<file path="src/rtl/gate_sweep_sched.sv">
// gate_sweep_sched: steps a gate delay across a sweep, one parameter-loader pulse per step, dwelling N frames per step.
// Latency: load_param 1 cycle after the arming strobe, 2 cycles after a step-ending strobe; done 1 cycle after the last strobe.
// No backpressure: strobes in LOAD, the pre-load cycle or DONE are dropped; define SWEEP_PINGPONG_EN for a return sweep.
module gate_sweep_sched #(
  parameter int DELAY_W = 32
) (
  input  logic               clk,
  input  logic               rst,
  input  logic               start,
  input  logic               abort,
  input  logic               frame_strobe,
  input  logic [DELAY_W-1:0] base_delay,
  input  logic [7:0]         delta_t,
  input  logic [15:0]        steps_n,
  input  logic [7:0]         frames_per_step,
  output logic [DELAY_W-1:0] gate_delay_o,
  output logic               load_param,
  output logic [15:0]        step_idx,
  output logic               busy,
  output logic               done,
  output logic               sat
);

  localparam logic [2:0] S_IDLE  = 3'd0;
  localparam logic [2:0] S_ARM   = 3'd1;
  localparam logic [2:0] S_LOAD  = 3'd2;
  localparam logic [2:0] S_DWELL = 3'd3;
  localparam logic [2:0] S_DONE  = 3'd4;

  logic [2:0]         r_state;
  logic [DELAY_W-1:0] r_delay;
  logic [15:0]        r_step;
  logic [15:0]        r_steps_m1;
  logic [7:0]         r_delta;
  logic [7:0]         r_fps_m1;
  logic [7:0]         r_cnt;
  logic               r_load;
  logic               r_busy;
  logic               r_done;
  logic               r_sat;
  // Step has advanced; the loader pulse follows one cycle later so the new delay is settled first.
  logic               r_pend;

  logic [DELAY_W:0]   w_sum;
  logic               w_ovf;
  logic [DELAY_W-1:0] w_up;
  logic               w_last;
`ifdef SWEEP_PINGPONG_EN
  logic               r_down;
  logic [DELAY_W:0]   w_diff;
  logic               w_unf;
  logic [DELAY_W-1:0] w_dn;
`endif

  // Saturating next-delay arithmetic and end-of-sweep detection
  always_comb begin
    w_sum = {1'b0, r_delay} + {{(DELAY_W-7){1'b0}}, r_delta};
    w_ovf = w_sum[DELAY_W];
    w_up  = w_ovf ? {DELAY_W{1'b1}} : w_sum[DELAY_W-1:0];
`ifdef SWEEP_PINGPONG_EN
    w_diff = {1'b0, r_delay} - {{(DELAY_W-7){1'b0}}, r_delta};
    w_unf  = w_diff[DELAY_W];
    w_dn   = w_unf ? {DELAY_W{1'b0}} : w_diff[DELAY_W-1:0];
    // A single-step sweep has no return leg; otherwise finish once index 0 has dwelt on the way down.
    w_last = r_down ? (r_step == 16'd0) : (r_steps_m1 == 16'd0);
`else
    w_last = (r_step == r_steps_m1);
`endif
  end

  // Sweep sequencer: arming, loading, frame dwell and step advance
  always_ff @(posedge clk or posedge rst) begin
    if (rst) begin
      r_state    <= S_IDLE;
      r_delay    <= '0;
      r_step     <= '0;
      r_steps_m1 <= '0;
      r_delta    <= '0;
      r_fps_m1   <= '0;
      r_cnt      <= '0;
      r_load     <= 1'b0;
      r_busy     <= 1'b0;
      r_done     <= 1'b0;
      r_sat      <= 1'b0;
      r_pend     <= 1'b0;
`ifdef SWEEP_PINGPONG_EN
      r_down     <= 1'b0;
`endif
    end else begin
      r_load <= 1'b0;
      r_done <= 1'b0;
      if (abort) begin
        r_state <= S_IDLE;
        r_busy  <= 1'b0;
        r_pend  <= 1'b0;
        r_cnt   <= '0;
      end else begin
        case (r_state)
          S_IDLE: begin
            if (start) begin
              if (steps_n == 16'd0) begin
                r_done <= 1'b1;
              end else begin
                r_delay    <= base_delay;
                r_delta    <= delta_t;
                r_steps_m1 <= steps_n - 16'd1;
                r_fps_m1   <= (frames_per_step == 8'd0) ? 8'd0 : frames_per_step - 8'd1;
                r_step     <= '0;
                r_sat      <= 1'b0;
                r_cnt      <= '0;
                r_state    <= S_ARM;
                r_busy     <= 1'b1;
`ifdef SWEEP_PINGPONG_EN
                r_down     <= 1'b0;
`endif
              end
            end
          end
          S_ARM: begin
            if (frame_strobe) begin
              r_state <= S_LOAD;
              r_load  <= 1'b1;
            end
          end
          S_LOAD: begin
            r_state <= S_DWELL;
            r_cnt   <= '0;
          end
          S_DWELL: begin
            if (r_pend) begin
              r_pend  <= 1'b0;
              r_state <= S_LOAD;
              r_load  <= 1'b1;
            end else if (frame_strobe) begin
              if (r_cnt == r_fps_m1) begin
                r_cnt <= '0;
                if (w_last) begin
                  r_state <= S_DONE;
                  r_done  <= 1'b1;
                end else begin
                  r_pend <= 1'b1;
`ifdef SWEEP_PINGPONG_EN
                  if (r_down || (r_step == r_steps_m1)) begin
                    r_down  <= 1'b1;
                    r_step  <= r_step - 16'd1;
                    r_delay <= w_dn;
                    r_sat   <= r_sat | w_unf;
                  end else begin
                    r_step  <= r_step + 16'd1;
                    r_delay <= w_up;
                    r_sat   <= r_sat | w_ovf;
                  end
`else
                  r_step  <= r_step + 16'd1;
                  r_delay <= w_up;
                  r_sat   <= r_sat | w_ovf;
`endif
                end
              end else begin
                r_cnt <= r_cnt + 8'd1;
              end
            end
          end
          S_DONE: begin
            r_state <= S_IDLE;
            r_busy  <= 1'b0;
          end
          default: begin
            r_state <= S_IDLE;
            r_busy  <= 1'b0;
          end
        endcase
      end
    end
  end

  assign gate_delay_o = r_delay;
  assign load_param   = r_load;
  assign step_idx     = r_step;
  assign busy         = r_busy;
  assign done         = r_done;
  assign sat          = r_sat;

endmodule

</file>
<file path="config.mk">
export PLATFORM = sky130hd
export DESIGN_NAME = gate_sweep_sched
export DESIGN_NICKNAME = d
export VERILOG_FILES = /design/src/rtl/gate_sweep_sched.sv
export SDC_FILE = /design/constraint.sdc
export NUM_CORES = 1
export LEC_CHECK = 0
export BUFFER_PORTS_ARGS = -buffer_cell sky130_fd_sc_hd__buf_2
export CAP_MARGIN = 20
export CELL_PAD_IN_SITES_DETAIL_PLACEMENT = 1
export CELL_PAD_IN_SITES_GLOBAL_PLACEMENT = 1
export CORE_UTILIZATION = 45
export CTS_CLUSTER_DIAMETER = 40
export CTS_CLUSTER_SIZE = 24
export DETAILED_ROUTE_END_ITERATION = 10
export PLACE_DENSITY_LB_ADDON = 0.05
export SLEW_MARGIN = 5
export SYNTH_ARGS = -nofsm -noshare
export SYNTH_HDL_FRONTEND = slang
export SYNTH_SLANG_ARGS = --single-unit
</file>
<file path="constraint.sdc">
create_clock -name clk -period 8 [get_ports clk]
set_input_delay 1.6 -clock clk [delete_from_list [all_inputs] [get_ports clk]]
set_output_delay 1.6 -clock clk [all_outputs]
set_load 0.02 [all_outputs]
</file>
==> impl_metrics.csv, run 1 <==
group,metric,value,unit
yosys,syn-num-nets,782,
die,die_width,119,um
place,port-buffer-count,120,
layout,diodes,0,
cts,clock_sinks,96,
worst_setup_path,cp-startpoint,"steps_n[0]",
worst_setup_path,r2r_start,"gate_delay_o[0]",
detailed_routing,detail_route.wl_per_cell,18.8,um
cts,insertion_delay,0.36,ns
worst_setup_path,cp-endpoint,"gate_delay_o[7]",
layout,drive_above_1_share,22.9,%
yosys,synth.distinct_cells,69,
worst_setup_path,cp_max_fo,28,
cts,cts_tree,"built",
yosys,synth_area,0.00614,mm2
layout,final_cell_mix,"buf_2, dfrtp_1, nand2_1, nor2_1, xnor2_1",
timing,worst_hold_slack,0.489,ns
grt,grt-ovfl-total,0,
timing,relSlewSlack,47.6,%
timing,rsz0062_at_grt,"false",
power_and_ir_drop,powerDensity,341,mW/mm2
timing,finalCriticalPeriod,4.54,ns
detailed_routing,vias,5829,
die,floorplan.die_area,0.0141,mm2
timing,setup_viol,0,
detailed_routing,wirelength,18.3,mm
detailed_routing,dr.pass1.iters,5,
yosys,synth_area_leaders,"dfrtp_1, xnor2_1, nand2_1",
worst_setup_path,cp.required,8.25,ns
worst_setup_path,reg2reg_depth,9,
die,die_h,119,um
power_and_ir_drop,p_leak,3.08,nW
die,io_pins,121,
worst_setup_path,cp.arrival,4.79,ns
cts,htree_levels,3,
power_and_ir_drop,ir_worst_vdd,137,uV
worst_setup_path,critPathKind,"primary input to flop",
timing,maxSlewViolCount,0,
place,dp_hpwl,12.9,mm
grt,antenna_found_initial,0,
worst_hold_path,hp-class,"flop to flop",
cts,cts_buffers,9,
yosys,yosysTopAreaCellShare,39.1,%
yosys,synth_flop_cell,"dfrtp_1",
grt,grt_usage,27.2,%
grt,grt_pass1_wl,30.6,mm
layout,ff_latch_area,0.00240,mm2
yosys,synth-edff-count,0,
timing,finalHoldViolations,0,
timing,fin_ws,3.46,ns
grt,grt_max_degree,60,
layout,syn_to_final_growth,16.4,%
layout,nets,877,
timing,worst_pin_slew,0.786,ns
timing,fmax,0.220,GHz
cts,cts_root_buf,"clkbuf_16",
yosys,synth_seq_cells,96,
place,gp_congestion,0.852,
yosys,async_reset_ff_share,100,%
place,pre_cts_ws,3.10,ns
yosys,ys_seq_area_share,39.1,%
layout,multi_input_area,0.00347,mm2
grt,grt_pass1_vias,6040,
worst_setup_path,rrSetupSlack,4.52,ns
timing,fin_crit_sh,56.8,%
die,start_util,46.2,%
yosys,synth_top_area_cell,"dfrtp_1",
timing,skew,0.00584,ns
die,core,0.0133,mm2
cts,cts.repair.resized,0,
detailed_routing,ant_nets,0,
cts,post-cts-setup-buffers,0,
timing,fin_tns_setup,0,ns
yosys,syn_area_per_cell,8.79,um2
worst_setup_path,regToRegEndpoint,"gate_delay_o[7]",
die,fp-row-count,42,
layout,nFillCells,1607,
run_status,status,"finished clean",
detailed_routing,route.detailed.drc,0,
cts,postCtsHoldBufs,0,
detailed_routing,avgViaCountPerCell,5.98,
job,max-cap-violations,0,
layout,final_common_cell,"buf_2",
cts,cts.reportedPaths.clkPinSlew,0.07,ns
worst_setup_path,endpoint_kind,"flop",
yosys,synth_warnings,0,
yosys,netlist_instances,699,
detailed_routing,initialDrtViolationCount,324,
worst_setup_path,start_kind,"primary input",
cts,clk_path_buf_depth,2,
synthesized netlist by cell type (all sizes together), types with 15 or more instances:
library cell  number
nor2              49
a21oi             24
inv               17
nand2             88
nor4              15
buf               19
nand3             18
a31oi             17
nor3              23
a211oi            19
o21ai             50
clkbuf            26
dfrtp             96
xnor2             43
critical path: stages:
cell,delay (ns)
buf_2,0.12
inv_1,0.09
ha_1,0.14
or4b_2,0.61
nor4_2,0.30
nor2_1,0.18
o21ai_4,0.62
buf_4,0.42
nor2_1,0.21
buf_6,0.22
mux2_2,0.27
cell families after synthesis:
logic type	count (synthesis)	synth area share, %
AO/OA/AOI/OAI	199	22.8
XOR/XNOR	45	6.41
adder cells (fa/ha/maj)	14	2.97
buffers and inverters	62	4.62
flip-flops	96	39.1
multiplexers	14	2.30
AND/OR/NAND/NOR	269	21.8
cell type report:
type                       count  share of cell area, %
clock inverter                 5                   1.12
timing repair buffer         129                   9.40
clock buffer                  11                   3.39
multi-input combinational    541                   48.5
tap                          176                   3.08
sequential                    96                   33.6
inverter                      17                  0.910
layer usage:
| layer | share of wire, % | global-route usage (%) | vias to the layer above |
|---|---|---|---|
| li1 | - | - | 2771 |
| met1 | 44 | 34.2 | 2888 |
| met2 | 51 | 47.6 | 145 |
| met3 | 3.9 | 3.40 | 25 |
| met4 | 1.7 | 10.2 | 0 |
| met5 | 0 | 0 | - |
per-stage QoR:
step / util (%) / instances / instance area [um2] / power [W]
floorplan: - / 699 / 6140 / 0.00162
detailed placement: 51.3 / 958 / 6820 / 0.00196
finish: 53.8 / 975 / 7150 / 0.00244
global placement: 51.3 / 958 / 6820 / 0.00190
CTS: 53.7 / 974 / 7140 / 0.00244
global route: 53.8 / 975 / 7150 / 0.00260
registers in the layout, indices dropped and copies added (netlist names):
register and count:
gate_delay_o 32, r_steps_m1 16, step_idx 16, r_cnt 8, r_delta 8, r_fps_m1 8, r_state 3, busy 1
done 1, load_param 1, r_pend 1, sat 1
report_power, final:
group | switching, W | total (W) | internal (W)
sequential | 0.000181 | 0.000836 | 0.000655
clock | 0.000194 | 0.000476 | 0.000282
combinational | 0.000695 | 0.00113 | 0.000430
total | 0.00107 | 0.00244 | 0.00137
worst min path at each step:
stage | from | to | slack (ns) | cells past startpoint
floorplan | r_delta[0] | r_delta[0] | 0.45 | 2
global placement | r_delta[0] | r_delta[0] | 0.47 | 2
detailed placement | r_delta[6] | r_delta[6] | 0.47 | 2
CTS | r_delta[6] | r_delta[6] | 0.49 | 2
global route | r_delta[6] | r_delta[6] | 0.52 | 2
finish | r_delta[6] | r_delta[6] | 0.49 | 2
Power figures use the tool's default switching activity.
==> run 2: changes to the inputs <==
Settings changed: ABC_AREA from default to 1, CORE_UTILIZATION 45 to 36.
Clock period 8 ns to 3.8 ns, I/O delays scaled along.
==> run 2 against run 1 <==
Die area rose by 43%. Flip-flop and latch count did not move. Register-to-register slack lost 3.5 ns. Design area rose by 15%. Non-clock buffer count shrank 3. Count of clock-buffer cells in the layout shrank 1. Clock power rose by 97%. Cell count increased by 51%. Hold slack worse by 0.025 ns. Clock skew grew 0.0045 ns. Sequential power rose by 110%. Power is 120% higher.
==> impl_metrics.csv, run 2 <==
group,metric,value,unit
detailed_routing,vias,7219,
layout,fin_cells,1476,
die,start_util,37.3,%
die,die_h,142,um
die,floorplan.die_area,0.0203,mm2
worst_setup_path,rrSetupSlack,1.05,ns
cts,clk_path_buf_depth,2,
yosys,synth_area_leaders,"dfrtp_1, nand2_1, nor2_1",
timing,skew,0.0104,ns
worst_setup_path,start_kind,"flop",
worst_setup_path,cp_max_fo,9,
timing,maxSlewViolCount,0,
power_and_ir_drop,total_power,0.00541,W
yosys,synth_most_common_cell,"nand2_1",
worst_setup_path,critPathKind,"flop to flop",
worst_setup_path,regToRegEndpoint,"gate_delay_o[11]",
timing,fin_tns_setup,0,ns
yosys,syn-num-nets,1181,
power_and_ir_drop,powerDensity,659,mW/mm2
power_and_ir_drop,power_switching,0.00264,W
grt,grt_pass1_vias,7443,
place,port-buffer-count,120,
power_and_ir_drop,p_leak,4.30,nW
yosys,synth_flop_cell,"dfrtp_1",
power_and_ir_drop,swShare,48.7,%
die,io_pins,121,
cts,cts_tree,"built",
layout,diodes,0,
worst_hold_path,hp-class,"flop to flop",
power_and_ir_drop,ir_worst_vdd,219,uV
worst_setup_path,reg2reg_depth,12,
worst_setup_path,cp.required,4.05,ns
layout,nets,1294,
power_and_ir_drop,power_frac_seq,32.8,%
worst_hold_path,hp-start,"r_state[2]",
power_and_ir_drop,p_clk_share,17.3,%
die,fp-row-count,50,
layout,final_cell_mix,"nand2_1, nor2_1, inv_1, buf_2, dfrtp_1",
detailed_routing,initialDrtViolationCount,299,
power_and_ir_drop,combPwrFrac,49.9,%
timing,finalCriticalPeriod,2.75,ns
layout,largest_reg_flops,32,
cts,cts.repair.resized,0,
cts,clock_sinks,96,
yosys,synth_seq_cells,96,
yosys,synth_top_area_cell,"dfrtp_1",
worst_setup_path,cp.arrival,3.00,ns
power_and_ir_drop,internal_power,0.00277,W
worst_setup_path,r2r_start,"gate_delay_o[0]",
cts,cts.reportedPaths.clkPinSlew,0.08,ns
place,dp_cells,1460,
yosys,ys_seq_area_share,33.9,%
detailed_routing,wirelength,22.4,mm
worst_hold_path,holdPathEnd,"busy",
layout,final_common_cell,"nand2_1",
timing,rsz0062_at_grt,"false",
worst_setup_path,endpoint_kind,"flop",
layout,syn_to_final_growth,15.8,%
grt,grt_pass1_wl,37.0,mm
layout,drive_above_1_share,16.5,%
timing,fmax,0.364,GHz
yosys,synth_area,0.00709,mm2
detailed_routing,avgViaCountPerCell,4.89,
detailed_routing,detail_route.wl_per_cell,15.1,um
yosys,synth.distinct_cells,38,
yosys,synth-edff-count,0,
yosys,syn_area_per_cell,6.46,um2
cts,insertion_delay,0.36,ns
yosys,yosysTopAreaCellShare,33.9,%
yosys,netlist_top_cells_count,"nand2_1, nor2_1, inv_1",
run_status,status,"finished clean",
detailed_routing,route.detailed.drc,0,
yosys,synth_warnings,0,
timing,relSlewSlack,36.2,%
timing,fin_crit_sh,72.3,%
yosys,async_reset_ff_share,100,%
detailed_routing,dr.pass1.iters,4,
grt,grt-ovfl-total,0,
place,gp_congestion,0.863,
die,die_width,142,um
grt,grt_usage,23.4,%
cts,postCtsHoldBufs,0,
cts,cts_buffers,9,
grt,antenna_found_initial,0,
timing,setup_viol,0,
yosys,netlist_instances,1098,
place,pre_cts_ws,0.883,ns
timing,finalHoldViolations,0,
timing,worst_hold_slack,0.464,ns
die,core,0.0190,mm2
job,max-cap-violations,0,
timing,fin_ws,1.05,ns
cts,cts_root_buf,"clkbuf_16",
cts,post-cts-setup-buffers,0,
timing,worst_pin_slew,0.957,ns
detailed_routing,ant_nets,0,
cts,htree_levels,3,
place,dp_hpwl,17.3,mm
grt,grt_max_degree,74,
worst_hold_path,hold_depth,1,
## run 2: cell count changes in the layout (fill, tap and decap cells not counted), moves of 11 or more
| cell | before | now |
|---|---|---|
| a211oi_1 | 19 | 0 |
| inv_1 | 16 | 126 |
| inv_2 | 0 | 11 |
| and3_1 | 11 | 0 |
| a31oi_1 | 17 | 2 |
| nand3_1 | 18 | 74 |
| xor2_1 | 2 | 24 |
| nand2_1 | 88 | 410 |
| nor2_1 | 48 | 132 |
| a2bb2oi_1 | 13 | 0 |
| xnor2_1 | 43 | 11 |
| nor4_1 | 13 | 2 |
| nand2_2 | 0 | 11 |
## run 2: power groups by stage
stage	Combinational [W]	Sequential [W]	Clock [W]
floorplan	0.00183	0.00188	0
global placement	0.00266	0.00179	0
detailed placement	0.00273	0.00180	0
CTS	0.00275	0.00178	0.000955
global route	0.00307	0.00184	0.000991
finish	0.00270	0.00178	0.000937
## run 2: logic make-up (layout without fill, tap and decap cells)
family / Yosys count / in the layout / share of synthesized area [%]
xor+xnor: 35 / 35 / 4.32
buf+inv: 162 / 280 / 9.55
compound gates: 93 / 93 / 7.68
flops: 96 / 96 / 33.9
fa+ha+maj: 14 / 14 / 2.58
mux: 6 / 6 / 0.847
simple gates: 692 / 692 / 41.1
## run 2: critical path, stage by stage, from the launching register on
cell and delay [ns]:
dfrtp_1 0.41, ha_1 0.28, fa_1 0.48, nand3_1 0.12, nand3_1 0.20, nand3_1 0.18
nand2_2 0.13, nand4_1 0.12, nand2_2 0.16, inv_2 0.24, o21ai_0 0.17, nand2_1 0.10
nand2_1 0.05
## run 2: worst max-delay path by stage
stage	start	endpoint	slack (ns)	cells past startpoint
CTS	gate_delay_o[0]	gate_delay_o[11]	1.03	12
detailed placement	steps_n[0]	r_fps_m1[3]	0.88	13
finish	gate_delay_o[0]	gate_delay_o[11]	1.05	12
global placement	steps_n[0]	r_fps_m1[3]	0.95	13
global route	r_state[2]	r_fps_m1[3]	0.79	10
floorplan	rst	busy	0.53	1
## run 2: final cells by class
cell class              count  area (um2)
clock buffers              10         239
clock inverters             6        51.3
fillers                  2609       10800
inverters                 138         520
multi-input cells         840        4010
flip-flops and latches     96        2400
well taps                 260         325
repair buffers            126         658
## run 2: stage by stage
stage / util (%) / cell area (um2)
floorplan: - / 7090
global placement: 41.6 / 7920
detailed placement: 41.6 / 7920
CTS: 43.1 / 8210
global route: 43.1 / 8210
finish: 43.1 / 8210
## run 2: per-layer routing
| metal | vias to the layer above | GRT usage (%) | part of all wire [%] |
|---|---|---|---|
| met2 | 108 | 41.8 | 49 |
| met4 | 0 | 7.24 | 1.6 |
| met1 | 3451 | 29.2 | 46 |
| met3 | 23 | 2.66 | 2.9 |
| met5 | - | 0 | 0 |
| li1 | 3637 | - | - |
==> run 3: changes to the inputs <==
Settings changed: ABC_AREA 1 to 0, CORE_UTILIZATION 36 to 42.
Clock period 3.8 ns to 2.85 ns, I/O delays scaled along.
==> run 3 against run 2 <==
Count of clock-buffer cells in the layout is 1 higher. Clock power is 44% higher. Flip-flop and latch count stayed put. Critical endpoint is now gate_delay_o[21].
==> impl_metrics.csv, run 3 (same netlist as run 1, synthesis figures left out) <==
group,metric,value,unit
worst_setup_path,cp.required,3.09,ns
detailed_routing,dr.pass1.iters,4,
timing,setup_viol,0,
grt,grt_pass1_wl,32.3,mm
place,gp_congestion,0.897,
power_and_ir_drop,swShare,43.9,%
cts,cts.reportedPaths.clkPinSlew,0.07,ns
worst_setup_path,endpoint_kind,"flop",
timing,maxSlewViolCount,0,
timing,relSlewSlack,46.3,%
layout,drive_above_1_share,27.1,%
power_and_ir_drop,p_clk_share,18.9,%
job,max-cap-violations,0,
worst_setup_path,cp-startpoint,"gate_delay_o[0]",
timing,finalHoldViolations,0,
layout,final_common_cell,"buf_2",
cts,insertion_delay,0.36,ns
power_and_ir_drop,combPwrFrac,48.5,%
timing,worst_hold_slack,0.305,ns
detailed_routing,avgViaCountPerCell,5.86,
die,floorplan.die_area,0.0151,mm2
layout,final_cell_mix,"buf_2, dfrtp_1, nand2_1, nor2_1, xnor2_1",
power_and_ir_drop,power_switching,0.00314,W
detailed_routing,ant_nets,0,
cts,clock_sinks,96,
power_and_ir_drop,p_leak,3.28,nW
layout,largest_reg_flops,32,
layout,diodes,0,
power_and_ir_drop,powerDensity,948,mW/mm2
cts,cts_tree,"built",
timing,fin_ws,0.101,ns
cts,clk_path_buf_depth,2,
layout,nFillCells,1694,
worst_setup_path,cpMaxStageDelayCell,"dfrtp_2",
worst_setup_path,critPathKind,"flop to flop",
detailed_routing,route.detailed.drc,0,
timing,fin_crit_sh,96.5,%
power_and_ir_drop,internal_power,0.00401,W
timing,rsz0062_at_grt,"true",
cts,post-cts-setup-buffers,0,
timing,finalCriticalPeriod,2.75,ns
timing,worst_pin_slew,0.802,ns
power_and_ir_drop,ir_worst_vdd,343,uV
die,die_width,123,um
layout,syn_to_final_growth,22.7,%
worst_setup_path,r2r_start,"gate_delay_o[0]",
die,die_h,123,um
detailed_routing,wirelength,19.6,mm
timing,skew,0.00982,ns
cts,htree_levels,3,
place,pre_cts_ws,-0.0765,ns
worst_setup_path,cp-endpoint,"gate_delay_o[21]",
die,io_pins,121,
layout,nets,912,
worst_setup_path,rrSetupSlack,0.10,ns
place,port-buffer-count,120,
worst_setup_path,start_kind,"flop",
worst_hold_path,hp-class,"primary input to asynchronous set/reset pin",
power_and_ir_drop,power_frac_seq,32.6,%
die,fp-row-count,43,
detailed_routing,initialDrtViolationCount,387,
die,core,0.0141,mm2
run_status,status,"finished clean",
worst_setup_path,crit_chain,"ha_1 -> fa_2 -> a211o_1 -> a211o_1 -> and2_4 -> a31oi_4 -> buf_4 -> a211oi_1 -> o22a_1",
worst_setup_path,cp_common_cell,"a211o_1",
timing,fmax,0.364,GHz
worst_setup_path,regToRegEndpoint,"gate_delay_o[21]",
grt,grt_max_degree,64,
grt,grt_usage,27.4,%
detailed_routing,vias,5940,
grt,grt_pass1_vias,6356,
worst_setup_path,slowest_delay,0.42,ns
grt,grt-ovfl-total,0,
worst_setup_path,cp_max_fo,8,
cts,cts_root_buf,"clkbuf_16",
place,dp_hpwl,14.1,mm
die,start_util,43.6,%
worst_setup_path,reg2reg_depth,9,
cts,cts_buffers,9,
worst_setup_path,cp.arrival,2.99,ns
grt,antenna_found_initial,0,
detailed_routing,detail_route.wl_per_cell,19.3,um
run 3: cell count changes in the layout (fill, tap and decap cells not counted), moves of 13 or more:
cell	delta
a2bb2oi_1	+13
nor2_1	-84
nand2_1	-322
nand3_1	-56
a211oi_1	+19
inv_1	-110
xnor2_1	+32
a31oi_1	+14
buf_4	+34
xor2_1	-22
run 3: cell type report:
cell class	instances	area (um2)	area share [%]
clock buffer	11	243	3.22
clock inverter	5	80.1	1.06
inverter	17	67.6	0.896
multi-input combinational	541	3540	46.9
sequential	96	2400	31.9
tap	180	225	2.99
timing repair buffer	164	985	13.1
run 3: metrics by stage:
step / setup TNS [ns] / instance area [um2] / util [%] / power [W] / instances
after global routing: -0.0161 / 7540 / 53.5 / 0.00765 / 1014
after CTS: 0 / 7480 / 53.1 / 0.00710 / 1014
after detailed placement: -0.662 / 7140 / 50.7 / 0.00570 / 997
after global placement: 0 / 7140 / 50.7 / 0.00554 / 997
final: 0 / 7540 / 53.5 / 0.00715 / 1014
after floorplan: 0 / 6160 / - / 0.00457 / 699
run 3: worst min-delay path by stage:
| stage | startpoint | to | slack (ns) | cells past startpoint |
|---|---|---|---|---|
| final | rst | r_delta[1] | 0.31 | 3 |
| after global routing | rst | r_delta[2] | 0.36 | 3 |
| after CTS | rst | r_delta[2] | 0.34 | 3 |
| after detailed placement | r_delta[7] | r_delta[7] | 0.47 | 2 |
| after global placement | r_delta[0] | r_delta[0] | 0.47 | 2 |
| after floorplan | r_delta[0] | r_delta[0] | 0.45 | 2 |
run 3: what timing repair did:
action | in CTS | in global routing
cloned | 1 | 0
endpoints found under the setup margin | 4 | 21
pin swaps | 0 | 1
gates resized for setup | 4 | 11
hold buffers | 0 | 0
run 3: metal layers:
metal,GRT usage (%),routed length [um]
met2,48.1,9930
met4,8.23,277
met5,0,0
met1,35.4,8580
met3,2.81,768
run 3: power groups by stage:
stage               Clock (W)  Sequential, W  Combinational, W
floorplan                   0        0.00249           0.00208
global placement            0        0.00232           0.00323
detailed placement          0        0.00235           0.00335
CTS                   0.00136        0.00233           0.00341
global route          0.00142        0.00240           0.00382
finish                0.00135        0.00233           0.00347
run 3: worst max-delay path: cells and delay by family (launching register included):
family	cells	cell delay, ns
adder cells (fa/ha/maj)	2	0.61
buffers and inverters	1	0.20
AND/OR/NAND/NOR	1	0.22
AO/OA/AOI/OAI	5	1.18
flip-flops	1	0.42
